[src/rtl/demux_1to4_reg.sv]
// Registered 1-to-4 demultiplexer with per-lane valid/ready handshake.
// Optional round-robin distribution is enabled with macro DEMUX_RR_EN.
module demux_1to4_reg #(
  parameter int WIDTH = 4
) (
  input  logic             clk,
  input  logic             rst_n,
  input  logic [WIDTH-1:0] in,
  input  logic             in_valid,
  output logic             in_ready,
  input  logic [1:0]       sel,
`ifdef DEMUX_RR_EN
  input  logic             rr_mode,
`endif
  output logic [WIDTH-1:0] a,
  output logic [WIDTH-1:0] b,
  output logic [WIDTH-1:0] c,
  output logic [WIDTH-1:0] d,
  output logic             a_valid,
  output logic             b_valid,
  output logic             c_valid,
  output logic             d_valid,
  input  logic             a_ready,
  input  logic             b_ready,
  input  logic             c_ready,
  input  logic             d_ready,
  output logic [7:0]       xfer_cnt,
  output logic [1:0]       last_lane
);

  logic [WIDTH-1:0] lane_q [4];
  logic [3:0]       vld_q;
  logic [3:0]       rdy;
  logic [3:0]       load;
  logic [1:0]       tgt;
  logic             accept;

  assign rdy = {d_ready, c_ready, b_ready, a_ready};

`ifdef DEMUX_RR_EN
  logic [1:0] rr_ptr;

  always_comb begin
    tgt = sel;
    if (rr_mode) tgt = rr_ptr;
  end

  // Pointer only moves on an accepted word, so it waits on a full lane.
  always_ff @(posedge clk or negedge rst_n) begin
    if (!rst_n) begin
      rr_ptr <= 2'd0;
    end else if (accept && rr_mode) begin
      rr_ptr <= rr_ptr + 2'd1;
    end
  end
`else
  always_comb begin
    tgt = sel;
  end
`endif

  // A lane can take a new word if it is empty or emptying on this edge.
  assign in_ready = !vld_q[tgt] || rdy[tgt];
  assign accept   = in_valid && in_ready;

  always_comb begin
    load = 4'b0000;
    if (accept) load[tgt] = 1'b1;
  end

  for (genvar i = 0; i < 4; i++) begin : g_lane
    always_ff @(posedge clk or negedge rst_n) begin
      if (!rst_n) begin
        lane_q[i] <= '0;
        vld_q[i]  <= 1'b0;
      end else if (load[i]) begin
        lane_q[i] <= in;
        vld_q[i]  <= 1'b1;
      end else if (vld_q[i] && rdy[i]) begin
        vld_q[i]  <= 1'b0;
      end
    end
  end

  always_ff @(posedge clk or negedge rst_n) begin
    if (!rst_n) begin
      xfer_cnt  <= 8'd0;
      last_lane <= 2'd0;
    end else if (accept) begin
      xfer_cnt  <= xfer_cnt + 8'd1;
      last_lane <= tgt;
    end
  end

  assign a       = lane_q[0];
  assign b       = lane_q[1];
  assign c       = lane_q[2];
  assign d       = lane_q[3];
  assign a_valid = vld_q[0];
  assign b_valid = vld_q[1];
  assign c_valid = vld_q[2];
  assign d_valid = vld_q[3];

endmodule

[config.mk]
export PLATFORM = sky130hd
export DESIGN_NAME = demux_1to4_reg
export DESIGN_NICKNAME = d
export VERILOG_FILES = /design/src/rtl/demux_1to4_reg.sv
export SDC_FILE = /design/constraint.sdc
export NUM_CORES = 1
export LEC_CHECK = 0
export CAP_MARGIN = 0
export CORE_MARGIN = 10
export CORE_UTILIZATION = 39
export DETAILED_ROUTE_END_ITERATION = 8
export HOLD_SLACK_MARGIN = 0.02
export PLACE_DENSITY = 0.66
export SETUP_SLACK_MARGIN = 0.3
export SLEW_MARGIN = 15
export SYNTH_ARGS = -nofsm -noshare
export SYNTH_HDL_FRONTEND = slang
export SYNTH_SLANG_ARGS = --single-unit
[constraint.sdc]
create_clock -name clk -period 1.9 [get_ports clk]
set_clock_uncertainty 0.1 [all_clocks]
set_input_delay 0.38 -clock clk [delete_from_list [all_inputs] [get_ports clk]]
set_output_delay 0.38 -clock clk [all_outputs]
set_load 0.005 [all_outputs]
---- Yosys cells after proc, flatten, opt, wreduce, memory -nomap -nowiden ----
Cells that the tools add are included.
word-level totals
  bits in registers ....................... 30
  memory bits (read-only) ................. 0
  input port bits ......................... 13
  bits in writable memories ............... 0
  bits in latches ......................... 0
  word-level logic and storage cells ...... 40
  memories ................................ 0
operators by class
  add/sub/neg operators ................... 1
  shift-type cells ........................ 0
  reduce and logical (&&, ||, !) cells .... 12
  multiplexer cells ....................... 15
  equal/unequal tests ..................... 0
  $lt $le $gt $ge ......................... 2
  div/mod/pow operators ................... 0
  bitwise logic cells ..................... 0
  multiply operators ...................... 0
operator list
  cell                                                                                  number
  1-bit 2-to-1 mux                                                                      11
  8-bit by 1-bit adder with 8-bit output (second input constant)                        1
  2-bit nonzero test                                                                    4
  1-bit logical AND                                                                     6
  1-bit binary-select mux with 2-bit select                                             2
  4-bit 2-to-1 mux                                                                      1
  2-bit by 3-bit less-than comparator with 1-bit output (second input constant)         1
  1-bit demux with 2-bit select                                                         1
  2-bit by 1-bit greater-or-equal comparator with 1-bit output (second input constant)  1
  1-bit logical NOT                                                                     1
  1-bit logical OR                                                                      1

---- Logic depth before layout (Yosys ltp) ----
Gate-level depths: netlist of run 1.
  depth after elaboration ................. 7
  depth in mapped cells ................... 5
  depth with buffers taken out ............ 5

---- Least setup slack after synthesis of run 1 ----
No wires, ideal clock.
  path kind ............................... register to register
  start ................................... register vld_q[0], in the netlist a_valid
  end ..................................... register lane_q, in the netlist a[0]
  library setup time ...................... 0.125 ns
  setup slack ............................. 0.239 ns
  cell stages (with the launch flop) ...... 5
  arrival ................................. 1.436 ns
  buffers on the path ..................... 1
  period minus slack after synthesis ...... 1.661 ns
  cells stage by stage .................... dfrtp_1 -> nor2b_1 -> or4b_1 -> buf_6 -> mux2_4
on the way
  word-level cells in the longest chain between the ends .. 6
RTL lines
  item                                       line  source
  start: declaration                         32    logic [3:0] vld_q;
  start signal: indexed assignment           75    vld_q[i] <= 1'b0;
  start signal: indexed assignment           78    vld_q[i] <= 1'b1;
  start signal: indexed assignment           80    vld_q[i] <= 1'b0;
  1-bit binary-select mux with 2-bit select  63    assign in_ready = !vld_q[tgt] || rdy[tgt];
  1-bit 2-to-1 mux (implied by the code)     63
  1-bit logical NOT                          63
  1-bit logical OR                           63
  1-bit logical AND                          64    assign accept = in_valid && in_ready;
  4-bit 2-to-1 mux                           68    if (accept) load[tgt] = 1'b1;
  end signal: indexed assignment             77    lane_q[i] <= in;
  end: declaration                           31    logic [WIDTH-1:0] lane_q [4];
No other way between the ends. The select of a mux whose other input is x is not followed.
A chain may end at the register's enable or synchronous reset.

---- Final worst setup path of run 1 ----
  start ................................... register vld_q[2], in the netlist c_valid
  end ..................................... output in_ready
on the way
  word-level cells in the longest chain between the ends .. 4
RTL lines
  item                                       line  source
  1-bit binary-select mux with 2-bit select  63
  1-bit 2-to-1 mux (implied by the code)     63
  1-bit logical NOT                          63
  1-bit logical OR                           63
  end: declaration                           10    output logic in_ready,
No other way between the ends. The select of a mux whose other input is x is not followed.

==> qor.csv, run 1 <==
metric,value,unit
outcome,"finished, final reports clean",
fin cells,222,
Mapped Avg Cell Area,13.2,sq um
fin crit share,0.947,
first-pass GRT wire length,5730,um
"Power, Total",1970,uW
Sum Neg Setup Slack,0,ps
CTS tree,yes,
Worst-path clk slew,100,ps
Yosys reg bits,30,
final setup vio count,0,
IO Count,44,
GRT Total Usage,0.117,
DR iter-0 viols,51,
die area,0.00620,sq mm
worst setup path class,reg -> out,
CP Max Fanout,2,
CTS sink cnt,30,
post-synth top area share,0.558,
leakage,0.00101,uW
# rows,21,
internal power,1400,uW
number of nets in the layout,189,
Comb pwr share,0.363,
Sequential Power Share,0.435,
dpl cells,200,
largest net degree at the start of global routing,31,
Psw,578,uW
vias,1039,
Clk pwr share,0.202,
GPL Wtd Cong,0.747,
post-synthesis sequential area ratio,0.558,
number of flops mapped to enable cells by yosys,0,
post-DP HPWL,2500,um
clock latency on the worst-skew pair,330,ps
final hold vios,0,
initial antenna violation count,0,
Worst Max-Slew Pin Slew,382,ps
Die Wd,78.7,um
commonest cells in the netlist,"dfrtp_1 (30), mux2_2 (13), nand2_1 (8), xnor2_1 (7), nand3_1 (5)",
IO Port Bufs,43,
Die Span Y,78.7,um
Worst setup SP type,register,
Yosys Warn Count,0,
"Hold-fix buffers, CTS",0,
CTS root buf,clkbuf_4,
Sw Ratio,0.293,
Worst R2R Path Depth,4,
final WL,3370,um
CTS Buf Count,5,
drt pass-1 iters,3,
FMAX,556,MHz
RSZ-0062 raised after global routing,true,
ys flop type,dfrtp_1,
CTS HTree Levels,2,
"reg-to-reg slack, setup",240,ps
# diodes,0,
Worst setup EP type,primary output,
most frequent cell after synthesis,dfrtp_1,
max-cap violations,0,
Post-Syn Area,0.00135,sq mm
ratio of cells with drive above 1 in the final layout,0.375,
pwr dens,958,mW/mm^2
"antenna viol nets, final",0,
Vias/cell,4.68,
Layout Area Growth over Synthesis,53.1,%
syn nets,116,
Yosys cell types,30,
Residual DRC,0,
Critical R2R Capture,a[0],
total core area,0.00334,sq mm
"top cells by area, synth","dfrtp_1 (56%), mux2_2 (11%), xnor2_1 (4.6%)",
Hold WC Path Type,in -> async,
DR WL/cell,15.2,um
Syn Inst Count,102,
asr flop ratio synth,1.00,
post-route minimum period,1800,ps
WP data required,1420,ps
peak supply drop,0.537,mV
clk buf depth,2,
vias in the first global route,1174,
origin of the critical flop-to-flop path,a_valid,
grt total ovfl,0,
Initial Utilization,0.403,
Synth area leader,dfrtp_1,
Pins Over Slew Limit,0,
Max transition margin,0.746,
critical path arrival,1320,ps
power by group through the flow:
stage | clock (uW) | combinational [uW] | sequential [uW]
final | 399 | 716 | 858
after global routing | 444 | 802 | 876
after floorplan | 0 | 238 | 926
after CTS | 409 | 729 | 860
after detailed placement | 0 | 669 | 932
after global placement | 0 | 660 | 920
stage by stage:
stage	utilization	hold slack, ps	setup WS (ps)	cell area, sq um
detailed placement	0.571	365	-556	1900
global route	0.617	334	38.7	2060
finish	0.617	327	101	2060
floorplan	-	-15.6	253	1360
CTS	0.617	340	98.7	2060
global placement	0.571	363	-510	1900
final cells by class:
class	instances	area (sq um)
Timing Repair Buffer	70	606
Clock buffer	7	55.1
Fill cell	291	1280
Multi-Input combinational cell	67	582
Clock inverter	1	5.00
Tap cell	46	57.6
Sequential cell	30	751
Inverter	1	3.75
registers in the layout, summed over array words and instances, names as in the netlist:
register / count
a: 4
last_lane: 2
c: 4
d_valid: 1
xfer_cnt: 8
c_valid: 1
a_valid: 1
d: 4
b_valid: 1
b: 4
logic make-up after synthesis:
logic type               after synthesis  share of synthesized area
AO/OA/AOI/OAI                          3                     0.0242
buffers and inverters                  5                     0.0279
AND/OR/NAND/NOR                       38                      0.173
multiplexers                          18                      0.162
flip-flops                            30                      0.558
XOR/XNOR                               7                     0.0456
adder cells (fa/ha/maj)                1                    0.00930
worst max path at each step:
stage	to	slack (ps)	from
3_3_place_gp	in_ready	-510	sel[1]
5_1_grt	in_ready	40	c_valid
2_1_floorplan	a[0]	250	sel[1]
6_report	in_ready	100	c_valid
3_5_place_dp	in_ready	-560	sel[1]
4_1_cts	in_ready	100	c_valid
placed cells by master, fill, tap and decap left out, types with 4 or more instances in the layout:
cell type	count
clkdlybuf4s50_1	5
dfrtp_1	30
buf_4	23
buf_6	5
mux2_4	4
clkbuf_4	5
xnor2_1	7
mux2_2	13
nand2_1	8
nand3_1	5
dlygate4sd2_1	34
critical path: stages, from the launching register on:
cell and delay (ps):
dfrtp_1 380, and4bb_2 240, a21oi_4 120, and2_4 160, buf_6 90
layer usage:
metal  global-route usage  part of all wire
met4               0.0376             0.013
met1                0.125              0.38
met2                0.184              0.48
met5                    0                 0
met3               0.0755              0.12
what timing repair did:
action                                  4_1_cts  5_1_grt
gates resized for setup                      52        3
setup buffers                                14        0
endpoints found under the setup margin       54       18
pin swaps                                     5        5
(Power assumes the default switching activity.)
==> run 2, diff against run 1 <==
CORE_ASPECT_RATIO = 0.5   (was unset)
==> qor.csv, run 2 (synthesis results as in run 1) <==
metric,value,unit
fin area,0.00208,sq mm
CTS tree,yes,
CTS HTree Levels,2,
internal power,1530,uW
Psw,591,uW
worst setup path class,in -> out,
number of flip-flops in the largest register,8,
Worst setup EP type,primary output,
max-cap violations,0,
Sw Ratio,0.279,
Worst Max-Slew Pin Slew,373,ps
GRT Total Usage,0.111,
final WL,3280,um
Die Wd,103,um
post-route minimum period,1760,ps
pwr dens,1020,mW/mm^2
Worst Setup SP,sel[0],
IO Count,44,
final setup vio count,0,
ratio of cells with drive above 1 in the final layout,0.358,
Critical R2R Capture,a[1],
Residual DRC,0,
Vias/cell,4.86,
CTS Buf Count,5,
"Hold-fix buffers, CTS",0,
Biggest register,xfer_cnt,
die area,0.00634,sq mm
initial antenna violation count,0,
peak supply drop,0.540,mV
area post-placement,0.00190,sq mm
critical path arrival,1280,ps
"most common cell after layout, fill and taps aside",dlygate4sd2_1,
"antenna viol nets, final",0,
vias,1049,
Comb pwr share,0.343,
first-pass GRT wire length,5250,um
Worst setup SP type,input port,
total core area,0.00315,sq mm
"Core Util, Final",0.660,
FMAX,568,MHz
vias in the first global route,1098,
RSZ-0062 raised after global routing,true,
fin crit share,0.927,
clock latency on the worst-skew pair,280,ps
CTS root buf,clkbuf_8,
Initial Utilization,0.427,
outcome,"finished, final reports clean",
CP Max Fanout,3,
Clk pwr share,0.249,
final hold vios,0,
post-DP HPWL,2380,um
CTS sink cnt,30,
DR iter-0 viols,36,
Worst-path clk slew,60,ps
clk buf depth,2,
"commonest non-fill, non-tap cells in the layout","dlygate4sd2_1 (36), dfrtp_1 (30), buf_4 (22)",
drt pass-1 iters,4,
dpl cells,195,
grt total ovfl,0,
number of nets in the layout,189,
# diodes,0,
leakage,0.00102,uW
# rows,14,
DR WL/cell,15.2,um
Pins Over Slew Limit,0,
IO Port Bufs,43,
Max transition margin,0.751,
Worst R2R Path Depth,4,
Die Span Y,61.5,um
largest net degree at the start of global routing,31,
Sum Neg Setup Slack,0,ps
end of the critical path,in_ready,
Sequential Power Share,0.408,
Fin Hold WS,362,ps
fin cells,216,
Layout Area Growth over Synthesis,54.6,%
Hold WC Path Type,reg -> reg,
"reg-to-reg slack, setup",260,ps
GPL Wtd Cong,0.777,
origin of the critical flop-to-flop path,a_valid,
WP data required,1420,ps
[run 2: worst min path at each step]
| stage | startpoint | endpoint | slack (ps) | cells past startpoint |
|---|---|---|---|---|
| finish | xfer_cnt[7] | xfer_cnt[7] | 360 | 1 |
| floorplan | rst_n | a[0] | -20 | 0 |
| detailed placement | xfer_cnt[7] | xfer_cnt[7] | 360 | 1 |
| global placement | last_lane[0] | last_lane[0] | 360 | 1 |
| global route | xfer_cnt[7] | xfer_cnt[7] | 380 | 1 |
| CTS | xfer_cnt[7] | xfer_cnt[7] | 370 | 1 |
[run 2: timing repair]
action                     CTS  global route
resized for setup           48             7
setup endpoints to repair   58            11
pin swaps                    5             7
hold endpoints to repair     0             0
cloned                       0             0
setup buffers               10             3
[run 2: final cells by class]
| type | count | area (sq um) |
|---|---|---|
| tap | 40 | 50.0 |
| multi-input combinational | 67 | 587 |
| clock buffer | 7 | 86.3 |
| clock inverter | 1 | 5.00 |
| sequential | 30 | 751 |
| inverter | 1 | 3.75 |
| fill | 262 | 1070 |
| timing repair buffer | 70 | 597 |
[run 2: worst max-delay path: stages]
cell	delay (ps)
dlygate4sd2_1	260
and4bb_2	330
a21oi_4	40
and2_1	150
buf_2	120
[run 2: power by group through the flow]
| stage | logic [uW] | clock network [uW] | registers (uW) |
|---|---|---|---|
| after floorplan | 238 | 0 | 926 |
| after global placement | 652 | 0 | 928 |
| after detailed placement | 665 | 0 | 928 |
| after CTS | 724 | 536 | 866 |
| after global routing | 807 | 569 | 886 |
| final | 725 | 527 | 864 |
[run 2: layer usage]
layer	wire (um)	track usage
met5	0	0
met4	68	0.0648
met3	214	0.0469
met2	1680	0.188
met1	1310	0.116
[run 2: through the flow]
step | total power [uW] | setup WS [ps]
3_3_place_gp | 1580 | -486
4_1_cts | 2130 | 137
2_1_floorplan | 1160 | 253
3_5_place_dp | 1590 | -513
6_report | 2120 | 139
5_1_grt | 2260 | 79.2
==> run 3, diff against run 2 <==
SLEW_MARGIN = 20   (was 15)
==> results of run 3 <==
No change in the layout: final DEF, timing and power equal those of run 2.
